$ cat config.mk
export PLATFORM = sky130hd
export DESIGN_NAME = delay_meter_flat
export DESIGN_NICKNAME = d
export VERILOG_FILES = /design/src/rtl/delay_meter_pkg.sv /design/src/rtl/delay_meter_if.sv /design/src/rtl/delay_meter_edge_detect.sv /design/src/rtl/delay_meter.sv /design/src/flat_wrapper.sv
export SDC_FILE = /design/constraint.sdc
export NUM_CORES = 1
export LEC_CHECK = 0
export BUFFER_PORTS_ARGS = -buffer_cell sky130_fd_sc_hd__buf_2
export CAP_MARGIN = 5
export CORE_MARGIN = 3
export CORE_UTILIZATION = 30
export CTS_CLUSTER_SIZE = 30
export DETAILED_ROUTE_END_ITERATION = 8
export HOLD_SLACK_MARGIN = 0.03
export PLACE_DENSITY = 0.54
export SLEW_MARGIN = 10
export SYNTH_ARGS = -nofsm -noshare
export SYNTH_HDL_FRONTEND = slang
export SYNTH_SLANG_ARGS = --single-unit
$ cat constraint.sdc
create_clock -name clk -period 2.37 [get_ports clk]
set_input_delay 0.237 -clock clk [delete_from_list [all_inputs] [get_ports clk]]
set_output_delay 0.237 -clock clk [all_outputs]
set_load 0.02 [all_outputs]
$ cat src/rtl/delay_meter_pkg.sv
// Shared types and defaults for the delay meter: FSM state encoding and
// default counter width / timeout.
package delay_meter_pkg;

  localparam int DEF_CNT_W   = 16;
  localparam int DEF_TIMEOUT = 1000;

  typedef enum logic [1:0] {
    IDLE   = 2'd0,
    COUNT  = 2'd1,
    REPORT = 2'd2
  } state_t;

  localparam logic [1:0] ST_IDLE   = IDLE;
  localparam logic [1:0] ST_COUNT  = COUNT;
  localparam logic [1:0] ST_REPORT = REPORT;

endpackage

$ cat src/rtl/delay_meter_if.sv
// Timer handshake and result bus of the delay meter; slave is the meter side,
// master is the timer/consumer side.
interface delay_meter_if
  import delay_meter_pkg::*;
#(
  parameter int CNT_W = DEF_CNT_W
);
  logic             start;
  logic             done;
  logic             meas_ready;
  logic             meas_valid;
  logic [CNT_W-1:0] meas_cycles;
  logic             meas_timeout;
  logic             busy;
  logic             overrun;

  modport slave (
    input  start, done, meas_ready,
    output meas_valid, meas_cycles, meas_timeout, busy, overrun
  );

  modport master (
    output start, done, meas_ready,
    input  meas_valid, meas_cycles, meas_timeout, busy, overrun
  );
endinterface

$ cat src/rtl/delay_meter_edge_detect.sv
// Rising-edge detector; the first edge after reset only loads the history
// register, so a level already high at release is not taken as an edge.
module edge_detect (
  input  logic clk,
  input  logic rst_n,
  input  logic in,
  output logic rise
);
  logic in_q;
  logic armed_q;

  always_ff @(posedge clk or negedge rst_n) begin
    if (!rst_n) begin
      in_q    <= 1'b0;
      armed_q <= 1'b0;
    end else begin
      in_q    <= in;
      armed_q <= 1'b1;
    end
  end

  assign rise = in & ~in_q & armed_q;
endmodule

$ cat src/rtl/delay_meter.sv
// Measures clk cycles from a start rising edge to a done sample, with a
// timeout, and presents the result on a valid/ready handshake.
module delay_meter
  import delay_meter_pkg::*;
#(
  parameter int CNT_W   = DEF_CNT_W,
  parameter int TIMEOUT = DEF_TIMEOUT
) (
  input  logic          clk,
  input  logic          rst_n,
  delay_meter_if.slave  bus
);
  localparam logic [CNT_W-1:0] TIMEOUT_C = CNT_W'(TIMEOUT);

  logic [1:0]       state_q,   state_d;
  logic [CNT_W-1:0] cnt_q,     cnt_d;
  logic [CNT_W-1:0] cycles_q,  cycles_d;
  logic             tmo_q,     tmo_d;
  logic             overrun_q, overrun_d;
  logic [CNT_W-1:0] cnt_inc;
  logic             start_rise;

  edge_detect u_start_edge (
    .clk   (clk),
    .rst_n (rst_n),
    .in    (bus.start),
    .rise  (start_rise)
  );

  assign cnt_inc = cnt_q + CNT_W'(1);

  always_comb begin
    state_d  = state_q;
    cnt_d    = cnt_q;
    cycles_d = cycles_q;
    tmo_d    = tmo_q;
    case (state_q)
      ST_IDLE: begin
        if (start_rise) begin
          state_d = ST_COUNT;
          cnt_d   = '0;
        end
      end
      ST_COUNT: begin
        // done takes priority over a coincident timeout
        if (bus.done) begin
          cycles_d = cnt_inc;
          tmo_d    = 1'b0;
          state_d  = ST_REPORT;
        end else if (cnt_inc == TIMEOUT_C) begin
          cycles_d = TIMEOUT_C;
          tmo_d    = 1'b1;
          state_d  = ST_REPORT;
        end else begin
          cnt_d = cnt_inc;
        end
      end
      ST_REPORT: begin
        if (bus.meas_ready) state_d = ST_IDLE;
      end
      default: state_d = ST_IDLE;
    endcase
    overrun_d = start_rise && (state_q != ST_IDLE);
  end

  always_ff @(posedge clk or negedge rst_n) begin
    if (!rst_n) begin
      state_q   <= ST_IDLE;
      cnt_q     <= '0;
      cycles_q  <= '0;
      tmo_q     <= 1'b0;
      overrun_q <= 1'b0;
    end else begin
      state_q   <= state_d;
      cnt_q     <= cnt_d;
      cycles_q  <= cycles_d;
      tmo_q     <= tmo_d;
      overrun_q <= overrun_d;
    end
  end

  assign bus.meas_valid   = (state_q == ST_REPORT);
  assign bus.busy         = (state_q != ST_IDLE);
  assign bus.meas_cycles  = cycles_q;
  assign bus.meas_timeout = tmo_q;
  assign bus.overrun      = overrun_q;
endmodule

$ cat src/flat_wrapper.sv
// flat-port wrapper written by rule: the top's interface ports become plain ports
module delay_meter_flat import delay_meter_pkg::*;
#(
  parameter int CNT_W   = DEF_CNT_W,
  parameter int TIMEOUT = DEF_TIMEOUT
)
  (clk, rst_n, bus_start, bus_done, bus_meas_ready, bus_meas_valid, bus_meas_cycles, bus_meas_timeout, bus_busy, bus_overrun);
  delay_meter_if #(.CNT_W(CNT_W)) bus_i ();
  input  logic clk;
  input  logic rst_n;
  input wire logic [$bits(bus_i.start)-1:0] bus_start;
  input wire logic [$bits(bus_i.done)-1:0] bus_done;
  input wire logic [$bits(bus_i.meas_ready)-1:0] bus_meas_ready;
  output wire logic [$bits(bus_i.meas_valid)-1:0] bus_meas_valid;
  output wire logic [$bits(bus_i.meas_cycles)-1:0] bus_meas_cycles;
  output wire logic [$bits(bus_i.meas_timeout)-1:0] bus_meas_timeout;
  output wire logic [$bits(bus_i.busy)-1:0] bus_busy;
  output wire logic [$bits(bus_i.overrun)-1:0] bus_overrun;
  assign bus_i.start = bus_start;
  assign bus_i.done = bus_done;
  assign bus_i.meas_ready = bus_meas_ready;
  assign bus_meas_valid = bus_i.meas_valid;
  assign bus_meas_cycles = bus_i.meas_cycles;
  assign bus_meas_timeout = bus_i.meas_timeout;
  assign bus_busy = bus_i.busy;
  assign bus_overrun = bus_i.overrun;
  delay_meter #(.CNT_W(CNT_W), .TIMEOUT(TIMEOUT)) u_core (.clk(clk), .rst_n(rst_n), .bus(bus_i));
endmodule
# Yosys cells after proc, flatten, opt, wreduce, memory -nomap -nowiden
# Cells that the tools add are included.
[word_totals]
out_inout_bits = 20
elab_cells = 40
inputBits = 5
ff_bits = 38
[classes]
reduce_logical = 8
add_sub_neg = 1
bitwise = 3
mux = 13
n_eq_ne = 8
[op_table]
columns = ["operator", "n"]
rows = [
  ["16-bit 2-to-1 mux", 5],
  ["16-bit case mux with 2 select lines", 1],
  ["16-bit by 1-bit adder with 16-bit output, second input constant", 1],
  ["16-bit by 10-bit == test with 1-bit output, second input constant", 1],
  ["2-bit 2-to-1 mux", 4],
  ["2-bit inequality test, second input constant", 3],
  ["2-bit case mux with 3 select lines", 1],
  ["2-bit nonzero test", 3],
  ["4-bit AND reduction", 1],
  ["3-bit by 2-bit inequality test with 1-bit output, second input constant", 1],
  ["3-bit AND reduction", 1],
  ["1-bit bitwise AND", 2],
  ["2-bit by 1-bit == test with 1-bit output, second input constant", 1],
  ["2-bit == test, second input constant", 1],
  ["2-bit logical NOT", 1],
  ["1-bit 2-to-1 mux", 2],
  ["2-bit by 1-bit inequality test with 1-bit output, second input constant", 1],
  ["2-bit AND reduction", 1],
  ["1-bit logical AND", 1],
  ["1-bit NOT", 1],
]

# Logic depth before layout (Yosys ltp)
[depth]
word_depth = 5
ltp_mapped = 9

# Hierarchy
# A second synthesis with hierarchy kept.
[hier_totals]
cells_unflattened = 213
area_unflattened_um2 = 1993.2
[modules_own_cells]
columns = ["module", "cells_per_inst", "area_per_inst_um2", "n_inst"]
rows = [
  ["delay_meter", 209, 1930.6, 1],
  ["edge_detect", 4, 62.6, 1],
]

# Worst setup path before layout
# No wires, ideal clock.
[synth_path]
path_kind = "register -> register"
from = "register u_core.cnt_q[0]"
to = "register u_core.cnt_q[8]"
setup_slack_ns = 0.199
synth_period_minus_slack_ns = 2.171
n_path_buf = 3
path_stages_with_launch = 10
t_arrival_ns = 2.049
t_required_ns = 2.248
cell_sequence = "dfrtp_1 > clkbuf_2 > nand4_1 > or4_1 > clkbuf_2 > a21o_1 > a22oi_4 > nand2_2 > buf_6 > a32o_1"
[synth_via]
elab_chain_len = 4
[synth_rtl]
columns = ["item", "line_no", "source"]
rows = [
  ["start, declared", "delay_meter.sv:16", "logic [CNT_W-1:0] cnt_q, cnt_d;"],
  ["start signal, assigned", "delay_meter.sv:75", "cnt_q <= cnt_d;"],
  ["16-bit by 1-bit adder with 16-bit output *", "delay_meter.sv:30", "assign cnt_inc = cnt_q + CNT_W'(1);"],
  ["16-bit by 10-bit == test with 1-bit output / 16-bit 2-to-1 mux (equally long branches)", "delay_meter.sv:50", "end else if (cnt_inc == TIMEOUT_C) begin"],
  ["2-bit inequality test (no line) / 16-bit 2-to-1 mux (equally long branches)", "-", ""],
  ["4-bit AND reduction (no line) / 16-bit case mux with 2 select lines (equally long branches)", "-", ""],
]
# Mark *: on every way between the ends. The rest lies on a longest branch, timed or not. The select of a mux whose other input is x is not followed.
# A chain may end at the register's enable or synchronous reset.

# Final worst setup path
[layout_path]
from = "register u_core.cnt_q[6]"
to = "register u_core.cnt_q[1]"
[layout_via]
elab_chain_len = 4
[layout_rtl]
columns = ["item", "line_no"]
rows = [
  ["16-bit by 1-bit adder with 16-bit output", "delay_meter.sv:30"],
  ["16-bit by 10-bit == test with 1-bit output", "delay_meter.sv:50"],
  ["2-bit inequality test (no line)", "-"],
  ["4-bit AND reduction (no line)", "-"],
]
# No other way between the ends.

==> results.toml <==
[outcome]
outcome = "finished clean"

[cells_and_area]
filler_cell_count = 689
insertedDiodeCount = 0
post_route_cells_drive_above_1_share_pct = 24.51
nNetsFinal = 258
flow.area_growth_from_synthesis_pct = 15.21

[global_routing]
grt_start_max_net_pins = 39
grt_first_pass_wirelength_um = 8562
initial_antenna_violation_count = 0
global_route.usage.total_pct = 14.09
grt-ovfl-total = 0
first_global_vias = 1732

[synth]
synth_largest_area_cell = "dfrtp_1"
synth.net_count = 230
cell_with_the_most_instances_after_synthesis = "dfrtp_1"
synthesis.area_mm2 = 0.002090
dominant_cells_by_area_after_synthesis = "dfrtp_1 46%, nand2_1 4.9%, nor2_1 4.1%, xnor2_1 3.8%, o21ai_0 3.4%"
synth_seq_area_share_pct = 45.51
synthCells = 224
synth-edff-count = 0
synth.avg_cell_area_um2 = 9.328
commonest_register_cell_after_synthesis = "dfrtp_1"
post-synth-top-area-fraction_pct = 45.51
synth_async_sr_flop_share_pct = 100.0
ys.warnings.count = 0
synth.ff_latch_count = 38
ys_top_cells_by_count = "38 x dfrtp_1, 27 x nand2_1, 23 x nor2_1, 14 x o21ai_0, 10 x a21oi_1"
synth_cell_type_count = 52

[timing]
report.final.hold_viol_count = 0
totalNegativeSetupSlack_ns = 0
final.min_clock_period_ns = 2.244
unrepaired_setup_endpoints_after_global_routing = "no"
slew_headroom_pct = 40.95
drv_slew = 0
timing.clock.skew_ns = 0.009264
max_clock_freq_mhz = 445.7
hold-worst-slack_ns = 0.05445
fin_crit_sh_pct = 94.67
worst_pin_slew_ns = 0.8858
setup_viol = 0

[floorplanning]
io_pins = 25
design.core.area_mm2 = 0.006531
rows = 29
dieWidth_um = 89.46
die_h_um = 89.46
design.die.area_mm2 = 0.008002
floorplan.initialDensity_pct = 31.99

[clock_network]
clkTransAtPathRegs_ns = 0.09
clock_tree.buffer_depth = 2
clock_insertion_delay_worst_skew_ns = 0.30
hold_fix_buffer_count_after_cts = 0
h-tree-depth = 2
tritoncts.num_buffers = 5
tritoncts = "built"
root_buffer = "clkbuf_8"
tritoncts_num_sinks = 38

[setup_path]
cp-start-kind = "register"
criticalPathCategory = "register to register"
cp-end-kind = "register"
worstPathMaxFanout = 11
reg2regPathDepth = 6
setup.reg_to_reg.worst_slack_ns = 0.13
rr_endpoint = "u_core.cnt_q[1]"
crit-reg2reg-launch = "u_core.cnt_q[6]"
worstPathArrival_ns = 2.44
worst_ep_required_time_ns = 2.56

[routing]
total_iterations_of_the_first_detailed_routing_run = 4
route.met2.wl_um = 2313
ant_nets = 0
highest-signal-layer = "met4"
wl_met3_um = 170
wirelength_um = 5029
drtIter0Drc = 76
post-route-drc-count = 0
wirelength_per_cell_um = 15.24
avgViaCountPerCell = 5.282
vias = 1743
route.layer.met1.wl_um = 2473

[place]
post_detailed_placement_half_perimeter_wirelength_um = 3459
place.gp.congestion = 0.8014
buffer_ports.inserted = 24

[power]
power.density_mw_per_mm2 = 731.3
vdd.ir_drop.worst_v = 0.0002693
p_leak_nw = 1.060

[job]
drv.max_cap_violation_count = 0

[hold_path]
worst_hold_path_type = "primary input to async pin"
cells in the final DEF (no fill, tap or decap), types with 5 or more instances in the layout:
master	count
nand2_1	27
xor2_1	6
buf_2	24
nor2_1	23
clkbuf_8	5
a21oi_1	10
xnor2_1	9
o21ai_0	14
o22ai_1	9
dfrtp_1	36
nand3_1	7
buf_4	14
final cells by class:
class                      instances  area [um2]  share of cell area [%]
inverter                           3       11.26                  0.4678
multi-input combinational        166        1007                   41.84
tap                               77       96.34                   4.002
clock buffer                       5       68.82                   2.859
sequential                        38       953.4                   39.60
clock inverter                     3       45.04                   1.871
timing repair buffer              38       225.2                   9.356
sequential cells by signal (all words and copies together), names as in the netlist:
name / count
u_core.state_q: 2
u_core.bus.meas_timeout: 1
u_core.cnt_q: 16
u_core.bus.meas_cycles: 16
u_core.bus.overrun: 1
u_core.u_start_edge.armed_q: 1
u_core.u_start_edge.in_q: 1
metrics by stage:
step	std cells	setup WS, ns	power [mW]	utilization, %	cell area (um2)
finish	330	0.1264	1.761	36.86	2407
global route	330	0.01413	1.858	36.86	2407
CTS	330	0.001381	1.772	36.72	2399
detailed placement	322	0.01599	1.203	34.98	2285
global placement	322	0.09318	1.194	34.98	2285
floorplan	224	0.1991	1.070	-	2090
critical path, cell delays in order (launching register included):
cell and delay, ns:
dfrtp_1 0.48, nand3_2 0.11, or4_1 0.60, a21o_1 0.21, a22oi_4 0.24, nand2_2 0.21, a32o_1 0.30
how the worst max path moves through the flow:
stage / start / endpoint / cells past startpoint
after floorplan: u_core.cnt_q[0] / u_core.cnt_q[8] / 9
after global placement: u_core.cnt_q[0] / u_core.bus.meas_cycles[13] / 7
after detailed placement: u_core.cnt_q[0] / u_core.bus.meas_cycles[10] / 7
after CTS: u_core.cnt_q[0] / u_core.bus.meas_cycles[10] / 7
after global routing: u_core.cnt_q[0] / u_core.cnt_q[1] / 7
final: u_core.cnt_q[6] / u_core.cnt_q[1] / 6
per-layer routing:
| metal | track usage, % | up-vias |
|---|---|---|
| met5 | 0 | - |
| met4 | 5.277 | 0 |
| met3 | 2.949 | 8 |
| met2 | 22.10 | 41 |
| met1 | 19.05 | 849 |
| li1 | - | 845 |
repair_timing:
item	in CTS	in global routing
gates resized for setup	0	6
setup endpoints to repair	0	25
setup buffers	0	0
logic make-up after synthesis:
group / synth area share [%]
buffers and inverters: 6.586
other: 0.1795
AOI/OAI and AO/OA: 18.08
adders and majority gates: 0.5987
xor gates and xnor gates: 6.288
muxes: 0.4791
DFF: 45.51
and+or+nand+nor: 22.28
where the power goes:
group          switching, mW  leakage (nW)  internal [mW]
Combinational          0.237         0.506          0.146
Sequential            0.0671         0.503          0.739
Clock                  0.258        0.0504          0.313
Total                  0.562          1.06           1.20
(Power assumes the default switching activity.)
